===== src/rtl/shift_arbiter_pkg.sv =====
// rtl/shift_arbiter_pkg.sv - shared ALU constants for the shifter arbiter
package shift_arbiter_pkg;

  localparam int DEFAULT_WIDTH = 32;
  localparam int DEFAULT_AMT_W = 5;

  typedef enum logic [1:0] {
    IDLE = 2'd0,
    EXEC = 2'd1,
    RESP = 2'd2
  } state_t;

  localparam logic DIR_LEFT  = 1'b1;
  localparam logic DIR_RIGHT = 1'b0;

endpackage


===== src/rtl/shift_arbiter_rr_arbiter2.sv =====
// rtl/shift_arbiter_rr_arbiter2.sv - two-way round-robin grant from valids and last winner
module rr_arbiter2
  import shift_arbiter_pkg::*;
(
  input  logic valid0,
  input  logic valid1,
  input  logic last_grant,
  output logic grant0,
  output logic grant1
);

  // On a tie the requester that did not win last time is chosen.
  assign grant0 = valid0 && (!valid1 || last_grant);
  assign grant1 = valid1 && (!valid0 || !last_grant);

endmodule


===== src/rtl/shift_arbiter.sv =====
// rtl/shift_arbiter.sv - shares one combinational barrel shifter between two requesters
module shift_arbiter
  import shift_arbiter_pkg::*;
#(
  parameter int WIDTH = DEFAULT_WIDTH,
  parameter int AMT_W = DEFAULT_AMT_W
) (
  input  logic             clk,
  input  logic             reset,
  input  logic             req0_valid,
  output logic             req0_ready,
  input  logic [WIDTH-1:0] req0_a,
  input  logic [AMT_W-1:0] req0_amt,
  input  logic             req0_dir,
  input  logic             req1_valid,
  output logic             req1_ready,
  input  logic [WIDTH-1:0] req1_a,
  input  logic [AMT_W-1:0] req1_amt,
  input  logic             req1_dir,
  output logic [WIDTH-1:0] sh_a,
  output logic [AMT_W-1:0] sh_amt,
  output logic             sh_dir,
  input  logic [WIDTH-1:0] sh_y,
  output logic             rsp_valid,
  input  logic             rsp_ready,
  output logic             rsp_id,
  output logic [WIDTH-1:0] rsp_y,
  output logic             busy
);

  state_t           state, state_nxt;
  logic             grant0, grant1;
  logic             last_grant;
  logic [WIDTH-1:0] op_a;
  logic [AMT_W-1:0] op_amt;
  logic             op_dir;
  logic             op_id;

  rr_arbiter2 u_arb (
    .valid0     (req0_valid),
    .valid1     (req1_valid),
    .last_grant (last_grant),
    .grant0     (grant0),
    .grant1     (grant1)
  );

  always_ff @(posedge clk or posedge reset) begin
    if (reset) begin
      state <= IDLE;
    end else begin
      state <= state_nxt;
    end
  end

  always_comb begin
    state_nxt  = state;
    req0_ready = 1'b0;
    req1_ready = 1'b0;
    case (state)
      IDLE: begin
        req0_ready = grant0;
        req1_ready = grant1;
        if (grant0 || grant1) state_nxt = EXEC;
      end
      EXEC:    state_nxt = RESP;
      RESP:    if (rsp_valid && rsp_ready) state_nxt = IDLE;
      default: state_nxt = IDLE;
    endcase
  end

  // The shifter only ever sees registered operands so request inputs never reach it combinationally.
  always_ff @(posedge clk or posedge reset) begin
    if (reset) begin
      op_a       <= '0;
      op_amt     <= '0;
      op_dir     <= DIR_RIGHT;
      op_id      <= 1'b0;
      last_grant <= 1'b1;
      rsp_valid  <= 1'b0;
      rsp_id     <= 1'b0;
      rsp_y      <= '0;
    end else begin
      case (state)
        IDLE: begin
          if (grant0) begin
            op_a   <= req0_a;
            op_amt <= req0_amt;
            op_dir <= req0_dir;
            op_id  <= 1'b0;
          end else if (grant1) begin
            op_a   <= req1_a;
            op_amt <= req1_amt;
            op_dir <= req1_dir;
            op_id  <= 1'b1;
          end
        end
        EXEC: begin
          rsp_y     <= sh_y;
          rsp_id    <= op_id;
          rsp_valid <= 1'b1;
        end
        RESP: begin
          if (rsp_valid && rsp_ready) begin
            rsp_valid  <= 1'b0;
            last_grant <= op_id;
          end
        end
        default: rsp_valid <= 1'b0;
      endcase
    end
  end

  assign sh_a   = op_a;
  assign sh_amt = op_amt;
  assign sh_dir = op_dir;
  assign busy   = (state != IDLE);

endmodule


===== config.mk =====
export PLATFORM = sky130hd
export DESIGN_NAME = shift_arbiter
export DESIGN_NICKNAME = d
export VERILOG_FILES = /design/src/rtl/shift_arbiter_pkg.sv /design/src/rtl/shift_arbiter_rr_arbiter2.sv /design/src/rtl/shift_arbiter.sv
export SDC_FILE = /design/constraint.sdc
export NUM_CORES = 1
export LEC_CHECK = 0
export CAP_MARGIN = 10
export CORE_MARGIN = 2
export CORE_UTILIZATION = 39
export DETAILED_ROUTE_END_ITERATION = 8
export PLACE_DENSITY = 0.87
export SLEW_MARGIN = 10
export SYNTH_ARGS = -nofsm -noshare
export SYNTH_HDL_FRONTEND = slang
export SYNTH_SLANG_ARGS = --single-unit

===== constraint.sdc =====
create_clock -name clk -period 3.4 [get_ports clk]
set_input_delay 0.68 -clock clk [delete_from_list [all_inputs] [get_ports clk]]
set_output_delay 0.68 -clock clk [all_outputs]
set_load 0.01 [all_outputs]

==> results.py <==
metrics = {
    "route": {
        "drtAntennaViolNets": 0,
        "vias_per_cell": 5.299,
        "vias": 3195,
        "first_iter_violations": 114,
        "drc": 0,
        "routed_wl_mm": 9.731,
        "wl_per_cell_um": 16.14,
        "drt_pre_antenna_iters": 4,
    },
    "logic_synthesis": {
        "yosysTopAreaCell": "dfrtp_1",
        "synth_cell_type_count": 26,
        "ys_top_cells_by_count": "dfrtp_1, a21oi_1, nand3_1",
        "yosys_warnings": 0,
        "postSynthAreaPerCell_um2": 10.92,
        "yosys-top-cells-area": "dfrtp_1, mux2_1, a21oi_1",
        "synth_nets": 427,
        "async_reset_ff_frac": 1.000,
        "ys_seq_area_frac": 0.5549,
        "synth_top_flop_cell": "dfrtp_1",
        "synth_top_area_share": 0.5472,
        "syn_inst": 314,
        "ys_seq_elements": 76,
        "synth_area_mm2": 0.003430,
        "yosysMostFrequentCell": "dfrtp_1",
        "synth_edf_count": 0,
    },
    "timing": {
        "tns_ns": 0,
        "period_needed_ns": 2.908,
        "hold_viol": 0,
        "fmax_ghz": 0.3439,
        "holdWs_ns": 0.4879,
        "setup_viol_count_final": 0,
        "grt_setup_unrepaired": "false",
        "period_share": 0.8552,
        "drv_slew": 0,
        "skew_ns": 0.007573,
        "slew_headroom": 0.3987,
        "tightest_slew_ns": 0.9000,
    },
    "worst_hold_path": {
        "hold_path_end": "rsp_y[8]$_DFFE_PP0P_",
        "hp-start": "rsp_y[8]$_DFFE_PP0P_",
        "hold_depth": 1,
        "hold_path_class": "reg -> reg",
    },
    "grt": {
        "grt_pass1_wl_mm": 15.52,
        "grt_max_degree": 40,
        "grt_usage": 0.2004,
        "antenna_found_initial": 0,
        "grt_overflow": 0,
        "grt_pass1_vias": 3184,
    },
    "clock_tree": {
        "htree_levels": 3,
        "cts.sinks": 76,
        "cts_tree": "done",
        "cts_buffer_depth": 2,
        "post_cts_resize_count": 0,
        "holdBufCountCts": 0,
        "clk_latency_ns": 0.33,
        "clkSlewWorstSetupHoldPaths_ns": 0.07,
        "postCtsSetupRepairBufs": 0,
        "numCtsBuffers": 9,
        "cts-root-buf": "clkbuf_8",
    },
    "finish": {
        "num-nets-final": 603,
        "regArea_mm2": 0.001903,
        "multi_input_area_mm2": 0.001364,
        "syn_to_final_growth_pct": 62.35,
        "final_layout_size_suffix_gt1_frac": 0.09091,
        "nFillCells": 684,
        "antenna_cells": 0,
    },
    "critical_path": {
        "worstPathMaxFanout": 5,
        "required_ns": 2.72,
        "ff2ff_setup_slack_ns": 1.48,
        "cp.buffers_inverters": 2,
        "cpMostUsedCell": "clkdlybuf4s50_1",
        "critPathTopFamily": "buffers and inverters",
        "cpMaxStageDelayCell": "clkdlybuf4s50_1",
        "ff2ff_path_depth": 5,
        "rr_endpoint": "sh_a[4]$_DFFE_PP0P_",
        "worstPathCellList": "clkdlybuf4s50_1 > and2b_1 > nor3_1 > clkdlybuf4s50_1",
        "slowest_delay_ns": 0.62,
        "critPathCaptureType": "output pin",
        "r2r_start": "state[0]$_DFFE_PP0P_",
        "worstPathArrival_ns": 2.23,
        "worstSetupPathType": "in -> out",
        "cp-start-kind": "primary input",
    },
    "outcome": {
        "outcome": "finished clean",
    },
    "power_and_ir_drop": {
        "power.leakage_nw": 2.160,
        "irDropWorstVdd_uv": 390.0,
        "powerDensity_mw_per_mm2": 845.3,
    },
    "floorplanning": {
        "core_mm2": 0.008636,
        "start_util": 0.3971,
        "die_area_mm2": 0.009560,
        "io_pins": 188,
        "die_h_um": 97.78,
        "rows": 34,
        "die_w_um": 97.78,
    },
    "place": {
        "finalWeightedCongestion": 0.7489,
        "dp_hpwl_mm": 7.154,
        "io_buffers": 187,
    },
    "job": {
        "maxCapViolCount": 0,
    },
}
state kept, by name (all words and copies together), names as in the netlist:
| register | count |
|---|---|
| rsp_y | 32 |
| state | 2 |
| rsp_id | 1 |
| sh_a | 32 |
| last_grant | 1 |
| rsp_valid | 1 |
| op_id | 1 |
| sh_amt | 5 |
| sh_dir | 1 |
through the flow:
stage / power [W] / std cells / util / worst slack (ns) / cell area, µm²
final: 0.004706 / 603 / 0.6447 / 0.4923 / 5568
after global routing: 0.005019 / 603 / 0.6447 / 0.3786 / 5568
after CTS: 0.004765 / 603 / 0.6447 / 0.4919 / 5568
after detailed placement: 0.004084 / 587 / 0.6223 / 0.4953 / 5374
after global placement: 0.004000 / 587 / 0.6223 / 0.5214 / 5374
after floorplan: 0.002789 / 314 / - / 0.7833 / 3430
layer usage:
layer  global-route usage  part of all wire  wire (µm)  vias up
li1                     -                 -          -     1511
met1               0.2481              0.42       4089     1511
met2               0.3385              0.49       4722      160
met3              0.05941             0.081        793       13
met4              0.06517             0.013        125        0
met5                    0                 0          0        -
cell type report:
cell class,count,area share
timing repair buffer,197,0.3519
inverter,3,0.002247
multi-input combinational,203,0.2449
clock inverter,4,0.008764
sequential,76,0.3418
clock buffer,12,0.02607
tap,108,0.02427
power by group:
group	internal, W	leakage, nW	switching, W
logic	0.00134	1.19	0.00106
registers	0.00138	0.868	0.000263
clock network	0.000359	0.100	0.000309
total	0.00308	2.16	0.00163
cell usage in the layout, fill, tap and decap left out, types with 2 or more instances in the layout:
cell and count:
clkbuf_1 2, clkdlybuf4s50_1 187, dfrtp_1 75, mux2_1 29, o21ai_0 38, clkinv_2 3
mux2_2 5, nand2_1 2, clkbuf_8 10, a31oi_2 10, a31oi_1 28, a21oi_1 40
buf_4 9, nand3_1 39
cell families (layout without fill, tap and decap cells):
logic type,after synthesis,in the layout,synth area share
flops,76,76,0.5549
buf+inv,35,216,0.05217
compound gates,119,119,0.2072
mux,34,34,0.1116
simple gates,50,50,0.07407
worst max path at each step:
stage                from                end  depth (start not counted)
6_report       req1_valid         req0_ready                          4
5_1_grt        req1_valid         req0_ready                          4
4_1_cts        req1_valid         req0_ready                          4
3_5_place_dp   req1_valid         req0_ready                          4
3_3_place_gp   req1_valid         req0_ready                          4
2_1_floorplan       reset  op_id$_DFFE_PP0P_                          1
Note: power is estimated with default switching activity, not from simulation.
